<file path="config.mk">
export PLATFORM = sky130hd
export DESIGN_NAME = draw_starfield
export DESIGN_NICKNAME = d
export VERILOG_FILES = /design/src/rtl/starfield_pkg.sv /design/src/rtl/starfield_layer.sv /design/src/rtl/draw_starfield.sv
export SDC_FILE = /design/constraint.sdc
export NUM_CORES = 1
export LEC_CHECK = 0
export ABC_AREA = 1
export CORE_MARGIN = 2
export CORE_UTILIZATION = 35
export CTS_CLUSTER_DIAMETER = 50
export CTS_CLUSTER_SIZE = 20
export DETAILED_ROUTE_END_ITERATION = 6
export SKIP_LAST_GASP = 1
export SLEW_MARGIN = 20
export SYNTH_ARGS = -nofsm -noshare
export SYNTH_HDL_FRONTEND = slang
export SYNTH_HIERARCHICAL = 1
export SYNTH_SLANG_ARGS = --single-unit
export TNS_END_PERCENT = 20
</file>
<file path="constraint.sdc">
create_clock -name clk -period 4.9 [get_ports clk]
set_input_delay 0.98 -clock clk [delete_from_list [all_inputs] [get_ports clk]]
set_output_delay 0.98 -clock clk [all_outputs]
set_load 0.02 [all_outputs]
</file>
<file path="src/rtl/starfield_pkg.sv">
// Shared constants, state type and hash/level helpers for the parallax starfield.
package starfield_pkg;

    localparam logic [15:0] HASH_X    = 16'h9E37;
    localparam logic [15:0] HASH_Y    = 16'h7F4B;
    localparam logic [15:0] HASH_L    = 16'h1D3B;
    localparam int          MAX_LEVEL = 15;

    typedef enum logic {
        INIT = 1'b0,
        RUN  = 1'b1
    } state_t;

    // Per-layer placement hash; every product is truncated to 16 bits.
    function automatic logic [15:0] star_hash(
        input logic [15:0] hx,
        input logic [15:0] y,
        input logic [3:0]  layer
    );
        logic [15:0] layer_num;
        layer_num = {12'd0, layer} + 16'd1;
        return (hx * HASH_X) ^ (y * HASH_Y) ^ (HASH_L * layer_num);
    endfunction

    function automatic logic [3:0] layer_level(
        input int layer,
        input int base,
        input int step
    );
        int lvl;
        lvl = base + layer * step;
        if (lvl > MAX_LEVEL) lvl = MAX_LEVEL;
        if (lvl < 0) lvl = 0;
        return 4'(lvl);
    endfunction

endpackage

</file>
<file path="src/rtl/starfield_layer.sv">
// One parallax layer: scroll offset, stage-1 scrolled column, and the
// stage-2 hash/threshold/level logic.
module starfield_layer
    import starfield_pkg::*;
#(
    parameter int         WIDTH      = 640,
    parameter int         XW         = 10,
    parameter int         YW         = 9,
    parameter int         LAYER      = 0,
    parameter logic [8:0] DENSITY    = 9'd6,
    parameter int         BASE_LEVEL = 5,
    parameter int         LEVEL_STEP = 5,
    parameter bit         TWINKLE_EN = 1'b1
) (
    input  logic          clk,
    input  logic          resetN,
    input  logic [XW-1:0] pxl_x,
    input  logic [YW-1:0] y_s1,
    input  logic          advance,
    input  logic [3:0]    twinkle_phase,
    output logic          star,
    output logic [3:0]    level
);

    localparam logic [XW:0] WIDTH_W   = (XW+1)'(WIDTH);
    localparam logic [XW:0] STEP      = (XW+1)'(LAYER + 1);
    localparam logic [3:0]  LAYER_ID  = 4'(LAYER);
    localparam logic [3:0]  LEVEL     = layer_level(LAYER, BASE_LEVEL, LEVEL_STEP);
    localparam logic [3:0]  LEVEL_DIM = LEVEL >> 1;

    logic [XW-1:0] off;
    logic [XW-1:0] hx_s1;
    logic [XW:0]   off_inc;
    logic [XW:0]   off_next;
    logic [XW:0]   pix_sum;
    logic [XW:0]   pix_next;
    logic [15:0]   h;
    logic          twinkle;

    // Both sums stay below 2*WIDTH for in-range pixels, so one subtract wraps.
    assign off_inc  = {1'b0, off} + STEP;
    assign off_next = (off_inc >= WIDTH_W) ? off_inc - WIDTH_W : off_inc;
    assign pix_sum  = {1'b0, pxl_x} + {1'b0, off};
    assign pix_next = (pix_sum >= WIDTH_W) ? pix_sum - WIDTH_W : pix_sum;

    always_ff @(posedge clk or negedge resetN) begin
        if (!resetN) begin
            off   <= '0;
            hx_s1 <= '0;
        end else begin
            hx_s1 <= pix_next[XW-1:0];
            if (advance) off <= off_next[XW-1:0];
        end
    end

    assign h       = star_hash({{(16-XW){1'b0}}, hx_s1}, {{(16-YW){1'b0}}, y_s1}, LAYER_ID);
    assign star    = ({1'b0, h[15:8]} < DENSITY);
    assign twinkle = TWINKLE_EN && ((h & 16'h000F) == {12'd0, twinkle_phase});
    assign level   = twinkle ? LEVEL_DIM : LEVEL;

endmodule

</file>
<file path="src/rtl/draw_starfield.sv">
// Multi-layer parallax starfield background: init sequencer, frame detection,
// scroll pacing, per-layer generators, priority mux and output registers.
module draw_starfield
    import starfield_pkg::*;
#(
    parameter int         WIDTH       = 640,
    parameter int         HEIGHT      = 480,
    parameter int         NUM_LAYERS  = 3,
    parameter logic [8:0] DENSITY     = 9'd6,
    parameter int         BASE_LEVEL  = 5,
    parameter int         LEVEL_STEP  = 5,
    parameter int         SCROLL_DIV  = 4,
    parameter bit         TWINKLE_EN  = 1'b1,
    parameter int         INIT_CYCLES = 16
) (
    input  logic                      clk,
    input  logic                      resetN,
    input  logic [$clog2(WIDTH)-1:0]  pxl_x,
    input  logic [$clog2(HEIGHT)-1:0] pxl_y,
    input  logic                      enable,
    output logic [3:0]                Red,
    output logic [3:0]                Green,
    output logic [3:0]                Blue,
    output logic                      Draw,
    output logic                      frame_start
);

    localparam int XW = $clog2(WIDTH);
    localparam int YW = $clog2(HEIGHT);
    localparam int CW = (INIT_CYCLES > 1) ? $clog2(INIT_CYCLES) : 1;
    localparam int DW = (SCROLL_DIV > 1) ? $clog2(SCROLL_DIV) : 1;
    localparam logic [CW-1:0] INIT_LAST = CW'(INIT_CYCLES - 1);
    localparam logic [DW-1:0] DIV_LAST  = DW'(SCROLL_DIV - 1);
    localparam logic [XW:0]   WIDTH_W   = (XW+1)'(WIDTH);
    localparam logic [YW:0]   HEIGHT_W  = (YW+1)'(HEIGHT);

    state_t        state;
    state_t        state_next;
    logic [CW-1:0] init_cnt;
    logic [CW-1:0] init_cnt_next;

    always_ff @(posedge clk or negedge resetN) begin
        if (!resetN) begin
            state    <= INIT;
            init_cnt <= '0;
        end else begin
            state    <= state_next;
            init_cnt <= init_cnt_next;
        end
    end

    // RUN is terminal; only reset brings the block back to INIT.
    always_comb begin
        state_next    = state;
        init_cnt_next = init_cnt;
        case (state)
            INIT: begin
                init_cnt_next = init_cnt + 1'b1;
                if (init_cnt == INIT_LAST) state_next = RUN;
            end
            RUN:     state_next = RUN;
            default: state_next = INIT;
        endcase
    end

    logic          at_origin;
    logic          prev_origin;
    logic          frame_evt;
    logic          advance;
    logic [7:0]    frame_cnt;
    logic [DW-1:0] div_cnt;

    assign at_origin = (pxl_x == '0) && (pxl_y == '0);
    assign frame_evt = (state == RUN) && at_origin && !prev_origin;
    assign advance   = frame_evt && enable && (div_cnt == DIV_LAST);

    always_ff @(posedge clk or negedge resetN) begin
        if (!resetN) begin
            prev_origin <= 1'b0;
            frame_start <= 1'b0;
            frame_cnt   <= '0;
            div_cnt     <= '0;
        end else begin
            prev_origin <= at_origin;
            frame_start <= frame_evt;
            if (frame_evt && enable) begin
                frame_cnt <= frame_cnt + 8'd1;
                div_cnt   <= (div_cnt == DIV_LAST) ? '0 : div_cnt + 1'b1;
            end
        end
    end

    // Stage 1: qualifiers travel with the pixel so Draw honours pipeline latency.
    logic [YW-1:0] y_s1;
    logic          in_range_s1;
    logic          en_s1;
    logic          run_s1;

    always_ff @(posedge clk or negedge resetN) begin
        if (!resetN) begin
            y_s1        <= '0;
            in_range_s1 <= 1'b0;
            en_s1       <= 1'b0;
            run_s1      <= 1'b0;
        end else begin
            y_s1        <= pxl_y;
            in_range_s1 <= ({1'b0, pxl_x} < WIDTH_W) && ({1'b0, pxl_y} < HEIGHT_W);
            en_s1       <= enable;
            run_s1      <= (state == RUN);
        end
    end

    logic [NUM_LAYERS-1:0] star;
    logic [3:0]            level [NUM_LAYERS];

    for (genvar i = 0; i < NUM_LAYERS; i++) begin : g_layer
        starfield_layer #(
            .WIDTH      (WIDTH),
            .XW         (XW),
            .YW         (YW),
            .LAYER      (i),
            .DENSITY    (DENSITY),
            .BASE_LEVEL (BASE_LEVEL),
            .LEVEL_STEP (LEVEL_STEP),
            .TWINKLE_EN (TWINKLE_EN)
        ) u_layer (
            .clk           (clk),
            .resetN        (resetN),
            .pxl_x         (pxl_x),
            .y_s1          (y_s1),
            .advance       (advance),
            .twinkle_phase (frame_cnt[5:2]),
            .star          (star[i]),
            .level         (level[i])
        );
    end

    // Nearest layer (highest index) wins.
    logic       any_star;
    logic [3:0] level_sel;
    logic       draw_next;

    always_comb begin
        any_star  = 1'b0;
        level_sel = '0;
        for (int i = 0; i < NUM_LAYERS; i++) begin
            if (star[i]) begin
                any_star  = 1'b1;
                level_sel = level[i];
            end
        end
    end

    assign draw_next = in_range_s1 && en_s1 && run_s1 && any_star;

    always_ff @(posedge clk or negedge resetN) begin
        if (!resetN) begin
            Draw  <= 1'b0;
            Red   <= '0;
            Green <= '0;
            Blue  <= '0;
        end else begin
            Draw  <= draw_next;
            Red   <= draw_next ? level_sel : 4'd0;
            Green <= draw_next ? level_sel : 4'd0;
            Blue  <= draw_next ? level_sel : 4'd0;
        end
    end

endmodule

</file>
== Yosys cells after proc, flatten, opt, wreduce, memory -nomap -nowiden ==
Cells that the tools add are included.

* Flip-flop bits (word level): 94
* Output and inout bits: 14

* Add/sub/neg operators: 15
* Multipliers: 4
* $lt $le $gt $ge: 11
* Equality and inequality tests: 5
* Muxes and demuxes: 19
* Bitwise operators: 7
* Reductions and logical operators: 12

{| class="wikitable"
|+ Operators by type and width
! cell !! count
|-
| $ge A11 B10 Y1 const B || 6
|-
| $mux W10 || 6
|-
| $sub A10 B10 Y10 const B || 6
|-
| $mul A10 B16 Y16 const B || 3
|-
| $xor A16 B16 Y16 || 3
|-
| $add A10 B10 Y11 || 3
|-
| $not A9 Y9 || 3
|-
| $lt A8 B3 Y1 const B || 3
|-
| $mux W4 || 6
|-
| $add A10 B2 Y11 const B || 2
|-
| $mul A9 B15 Y16 const B || 1
|-
| $eq A4 B4 Y1 || 3
|-
| $add A10 B1 Y11 const B || 1
|-
| $logic_not A10 Y1 || 1
|-
| $lt A10 B10 Y1 const B || 1
|-
| $logic_and A1 B1 Y1 || 9
|-
| $logic_not A9 Y1 || 1
|-
| $lt A9 B9 Y1 const B || 1
|-
| $add A8 B1 Y8 const B || 1
|-
| $add A4 B1 Y4 const B || 1
|-
| $eq A4 B4 Y1 const B || 1
|-
| $mux W1 || 4
|-
| $mux W3 || 1
|-
| $add A2 B1 Y2 const B || 1
|-
| 5 further kinds || 5
|}

== Depth between registers and ports, before layout ==
* Word-level depth: 9
* Mapped depth: 28
* Gate-level depth less buffers: 28

== Cells and area by module ==
Netlist, hierarchy kept.

{| class="wikitable"
|+ By module, submodules not included
! module !! instances !! cells each !! area an instance (µm²) !! sequential area each (µm²)
|-
| starfield_layer (g_layer[0].u_layer) || 1 || 828 || 5879.4 || 500.5
|-
| starfield_layer (g_layer[2].u_layer) || 1 || 789 || 5650.4 || 500.5
|-
| starfield_layer (g_layer[1].u_layer) || 1 || 733 || 5439.0 || 475.5
|-
| draw_starfield || 1 || 142 || 1380.1 || 800.8
|}

== Least setup slack after synthesis ==
No wires, ideal clock.

* Path kind: register to register
* Start point: register g_layer[1].u_layer.hx_s1[7]
* End point: register Green[0]
* Library setup time: 0.077 ns
* Data arrival time: 4.952 ns
* Setup slack: -0.130 ns
* Stages on the path, launching flop included: 26
* Buffers on the path: 0
* Clock period less this slack: 5.030 ns
* Cell sequence: dfrtp_1 -> fa_1 -> inv_1 -> fa_1 -> inv_1 -> fa_1 -> fa_1 -> fa_1 -> ha_1 -> nand2_1 -> inv_1 -> a21oi_1 -> inv_1 -> nand2_1 -> nand2_1 -> nor2_1 -> nand3_1 -> nand2_1 -> nand2_1 -> inv_1 -> nor2_1 -> nor2_1 -> inv_1 -> a21oi_1 -> o21ai_0 -> a21oi_1

* Cells in the longest elaborated chain, start to end: 8
* Elaborated cells on any way between the ends: 10
* Those cells by class: 1 x mul; 1 x order compare; 5 x mux; 2 x bitwise; 1 x reduce/logical

{| class="wikitable"
|+ RTL lines
! element !! RTL line !! source
|-
| start: declaration || starfield_layer.sv:32 || <nowiki>logic [XW-1:0] hx_s1;</nowiki>
|-
| start signal: assignment || starfield_layer.sv:51 || <nowiki>hx_s1 <= pix_next[XW-1:0];</nowiki>
|-
| $mul A10 B16 Y16 (*) || starfield_pkg.sv:22 || <nowiki>return (hx * HASH_X) ^ (y * HASH_Y) ^ (HASH_L * layer_num);</nowiki>
|-
| $xor A16 B16 Y16 (*) || starfield_pkg.sv:22 ||
|-
| $not A9 Y9 (no line) || -- ||
|-
| $lt A8 B3 Y1 (*) || starfield_layer.sv:57 || <nowiki>assign star = ({1'b0, h[15:8]} < DENSITY);</nowiki>
|-
| net star[1] || draw_starfield.sv:113 || <nowiki>logic [NUM_LAYERS-1:0] star;</nowiki>
|-
| $mux W1 (*) (2 in series) || draw_starfield.sv:147 || <nowiki>if (star[i]) begin</nowiki>
|-
| $logic_and A1 B1 Y1 (*) || draw_starfield.sv:154 || <nowiki>assign draw_next = in_range_s1 && en_s1 && run_s1 && any_star;</nowiki>
|-
| net draw_next || draw_starfield.sv:141 || <nowiki>logic draw_next;</nowiki>
|-
| $mux W4 (*) || draw_starfield.sv:165 || <nowiki>Green <= draw_next ? level_sel : 4'd0;</nowiki>
|-
| end signal: assignment || draw_starfield.sv:165 ||
|-
| end: declaration || draw_starfield.sv:22 || <nowiki>output logic [3:0] Green,</nowiki>
|}

The timed path passes the listed nets; every way through them passes the cells marked *.
A chain may end at the register's enable or synchronous reset.

== Worst setup path in the final report ==
* Start point: register g_layer[2].u_layer.hx_s1[7]
* End point: register Green[1]

* Cells in the longest elaborated chain, start to end: 7
* Elaborated cells on any way between the ends: 8
* Those cells by class: 1 x mul; 1 x order compare; 3 x mux; 2 x bitwise; 1 x reduce/logical

{| class="wikitable"
|+ RTL lines
! element !! RTL line
|-
| start: declaration || starfield_layer.sv:32
|-
| start signal: assignment || starfield_layer.sv:51
|-
| $mul A10 B16 Y16 (*) || starfield_pkg.sv:22
|-
| $xor A16 B16 Y16 (*) || starfield_pkg.sv:22
|-
| $not A9 Y9 (no line) || --
|-
| $lt A8 B3 Y1 (*) || starfield_layer.sv:57
|-
| net star[2] || draw_starfield.sv:113
|-
| $mux W1 (*) || draw_starfield.sv:147
|-
| $logic_and A1 B1 Y1 (*) || draw_starfield.sv:154
|-
| net draw_next || draw_starfield.sv:141
|-
| $mux W4 (*) || draw_starfield.sv:165
|}

Marks and branches as above.

==> results.md <==
- Placed inst area: 20,080 um2
- Number of rows created at floorplan: 83
- Filler cell count in the final layout: ~5,300
- Data required time at the worst endpoint: 5.19 ns
- Clock period minus final worst setup slack: between 4 and 5 ns
- Critical Path Slowest Stage Cell: sky130_fd_sc_hd__fa_1
- DRC: 0
- Routability congestion estimate: between 0.9 and 1
- Most used standard cells in the synthesized netlist: 627 x sky130_fd_sc_hd__inv_1, 596 x sky130_fd_sc_hd__nand2_1, 303 x sky130_fd_sc_hd__ha_1
- Number of H-tree levels: 3
- Synth async-reset ratio: 1.000
- TritonCTS Buffers: 9
- Total number of yosys warnings: 6
- Port Buffers: 35
- Number of clock sinks: 91
- Setup ws final: -0.06289 ns
- Area of the placeable core: 51,610 um2
- Placed Cells: 3,276
- Root Buffer: sky130_fd_sc_hd__clkbuf_16
- Average wire length per cell after detail routing: 12.67 um
- Met2 Wirelength: 19,120 um
- Die Y-Extent: about 230 um
- Insertion delay to the later sink of the worst-skew pair: 0.37 ns
- Launching element type of the critical path: flop
- Signal arrival time at the worst endpoint: 5.25 ns
- Number of global-route vias before repair: 15,140
- Unrepaired setup endpoints after global routing: yes
- Synth Register Bits: 91
- Antenna Violating Nets Remaining: 0
- Final hold violation count: 0
- Instance count of the mapped netlist: 2,492
- Clock transition at the registers of the reported paths: about 0.070 ns
- Fraction of final layout cells with drive strength greater than 1: 0.07766
- Max frequency: ~200 MHz
- Length of routed met3 wiring: 1174 um
- Sequential area share after synthesis: 0.1241
- Top Layer Used: met5
- HP Class: reg -> reg
- Cell area after synthesis: 18,350 um2
- Outcome: finished with violations
- Crit Path Category: reg -> reg
- Total half-perimeter wirelength after legalization and detailed placement: 36,850 um
- Post-synth EDFFs: 0
- Most prevalent standard cell on the critical path: sky130_fd_sc_hd__nand2_1
- Clock Skew: around 0.014 ns
- Setup violation total in the final timing report: 5
- ANT cells: 0
- Fin. max-slew vios: 0
- Number of buffers on the longest clock path: 2
- Max-cap violation count: 0
- Mapped Avg Cell Area: 7.363 um2
- Remaining Overflow, GRT: 0
- Layout Cell Area excl Fill: 20,570 um2
- Number of detailed-routing iterations run before antenna repair: 5
- Share of Yosys cell area claimed by the top area cell type: 0.2066
- Clock tree from TritonCTS: done
- Worst-path fanout max: 5
- Hold Buf Count CTS: 0
- Slew HR: 0.4463
- Antenna violations before repair: 1
- Total via count after detailed routing: 15,010
- Number of violations reported at the end of detailed-routing iteration 0: 637
- Cell Count, Final, Fillers Out: 3,294
- Dominant cells by area after synthesis: sky130_fd_sc_hd__ha_1 21%, sky130_fd_sc_hd__fa_1 20%, sky130_fd_sc_hd__inv_1 13%
- Signed area change from the synthesized netlist to the final layout: 12.09%
- Final critical-path share of the clock period: 1.013
- Maximum number of pins on one net before global-route repair: 52
- Count of different cell masters after synthesis: 48
- Die ar.: 54,270 um2
- Commonest register cell after synthesis: sky130_fd_sc_hd__dfrtp_1
- R2r setup slk: -0.06 ns
- Number of top-level design ports: 36
- Largest area contributor in the netlist: sky130_fd_sc_hd__ha_1
- Element type at the critical path end: flop
- Failing checks: setup timing
- Most instantiated library cell after synthesis: sky130_fd_sc_hd__inv_1
- Wire length of the first global-routing pass: around 72,000 um
- Transition time at the pin with the least slew margin: between 0.8 and 0.9 ns
- Worst-case hold slack: between 0.4 and 0.5 ns
- Die width: 233.0 um
- Initial Util: 0.3555
- Routed wire length: 41,730 um
- Number of nets in the final layout: 3,115
- Biggest cell delay along the critical path: 0.54 ns
- Overall global routing resource usage: 0.1615
- Met1 WL: between 20,000 and 25,000 um
- Via-to-Cell Ratio: 4.557
[layout by cell type, fill, tap and decap left out, types with 17 or more instances in the layout]
master and count:
sky130_fd_sc_hd__buf_4 94, sky130_fd_sc_hd__ha_1 295, sky130_fd_sc_hd__nand3b_1 17, sky130_fd_sc_hd__dfrtp_1 91, sky130_fd_sc_hd__fa_1 180, sky130_fd_sc_hd__inv_1 626
sky130_fd_sc_hd__o21ai_0 39, sky130_fd_sc_hd__xnor2_1 44, sky130_fd_sc_hd__nand4_1 48, sky130_fd_sc_hd__nand2_1 592, sky130_fd_sc_hd__nor2_1 129, sky130_fd_sc_hd__clkdlybuf4s50_1 34
sky130_fd_sc_hd__a21oi_1 52, sky130_fd_sc_hd__nand3_1 156, sky130_fd_sc_hd__nor2_2 20, sky130_fd_sc_hd__xor2_1 50, sky130_fd_sc_hd__nand2_2 19
[metrics by stage]
stage          setup slack, ns    util  setup TNS [ns]
6_report              -0.06289  0.3985         -0.2662
5_1_grt                -0.4101  0.3985          -1.891
4_1_cts               -0.08861  0.3981         -0.3954
3_5_place_dp           -0.3103  0.3890          -1.401
3_3_place_gp           -0.2209  0.3890         -0.9795
2_1_floorplan         0.006577       -               0
[layout make-up]
| type | instances | area [um2] | area share |
|---|---|---|---|
| multi-input combinational | 1747 | 13720 | 0.6671 |
| clock inverter | 6 | 71.32 | 0.003468 |
| tap | 680 | 850.8 | 0.04137 |
| timing repair buffer | 128 | 1046 | 0.05086 |
| sequential | 91 | 2277 | 0.1107 |
| inverter | 633 | 2376 | 0.1155 |
| clock buffer | 9 | 225.2 | 0.01095 |
[registers in the layout, summed over array words and instances (netlist names)]
| name | cells |
|---|---|
| g_layer.u_layer/hx_s1 | 30 |
| g_layer.u_layer/off | 29 |
| y_s1 | 9 |
| frame_cnt | 6 |
| Green | 4 |
| init_cnt | 4 |
| div_cnt | 2 |
| Draw | 1 |
| en_s1 | 1 |
| frame_start | 1 |
| in_range_s1 | 1 |
| prev_origin | 1 |
| run_s1 | 1 |
| state | 1 |
[path summary, 6_finish.rpt]
path                                                  start                        end  cells after the start
worst max-delay path            g_layer[2].u_layer/hx_s1[7]                   Green[1]                     27
worst min-delay path                            prev_origin                frame_start                      1
worst max register to register  g_layer[2].u_layer/hx_s1[7]                   Green[1]                     27
worst min register to register                  prev_origin                frame_start                      1
max in group asynchronous                            resetN               frame_cnt[5]                      2
min in group asynchronous                            resetN  g_layer[2].u_layer/off[7]                      1
[timing repair]
action | in CTS | in global routing
setup buffers | 3 | 0
pin swaps | 15 | 1
cloned | 0 | 0
resized for setup | 35 | 3
endpoints found under the setup margin | 5 | 5
[worst max-delay path, delay by kind of cell (launching register included)]
family                   cells  cell delay [ns]
buffers and inverters        5             0.31
AO/OA/AOI/OAI                3             0.40
AND/OR/NAND/NOR             13             1.00
flip-flops                   1             0.40
adder cells (fa/ha/maj)      6             2.78
[cell families after synthesis]
| family | count (synthesis) | share of synthesized area |
|---|---|---|
| AOI/OAI and AO/OA | 148 | 0.04726 |
| xor gates and xnor gates | 97 | 0.04753 |
| adders and majority gates | 483 | 0.4030 |
| buffers and inverters | 656 | 0.1387 |
| DFF | 91 | 0.1241 |
| other | 2 | 0.0004093 |
| and+or+nand+nor | 1015 | 0.2390 |
[per-layer routing]
metal,GRT usage,vias up
met5,0,-
met4,0.03324,2
met1,0.2231,6921
met2,0.2714,191
met3,0.01850,46
li1,-,7850
Power is not shown: default switching activity piles up to over one toggle a cycle in this logic, so the estimate is an artifact.
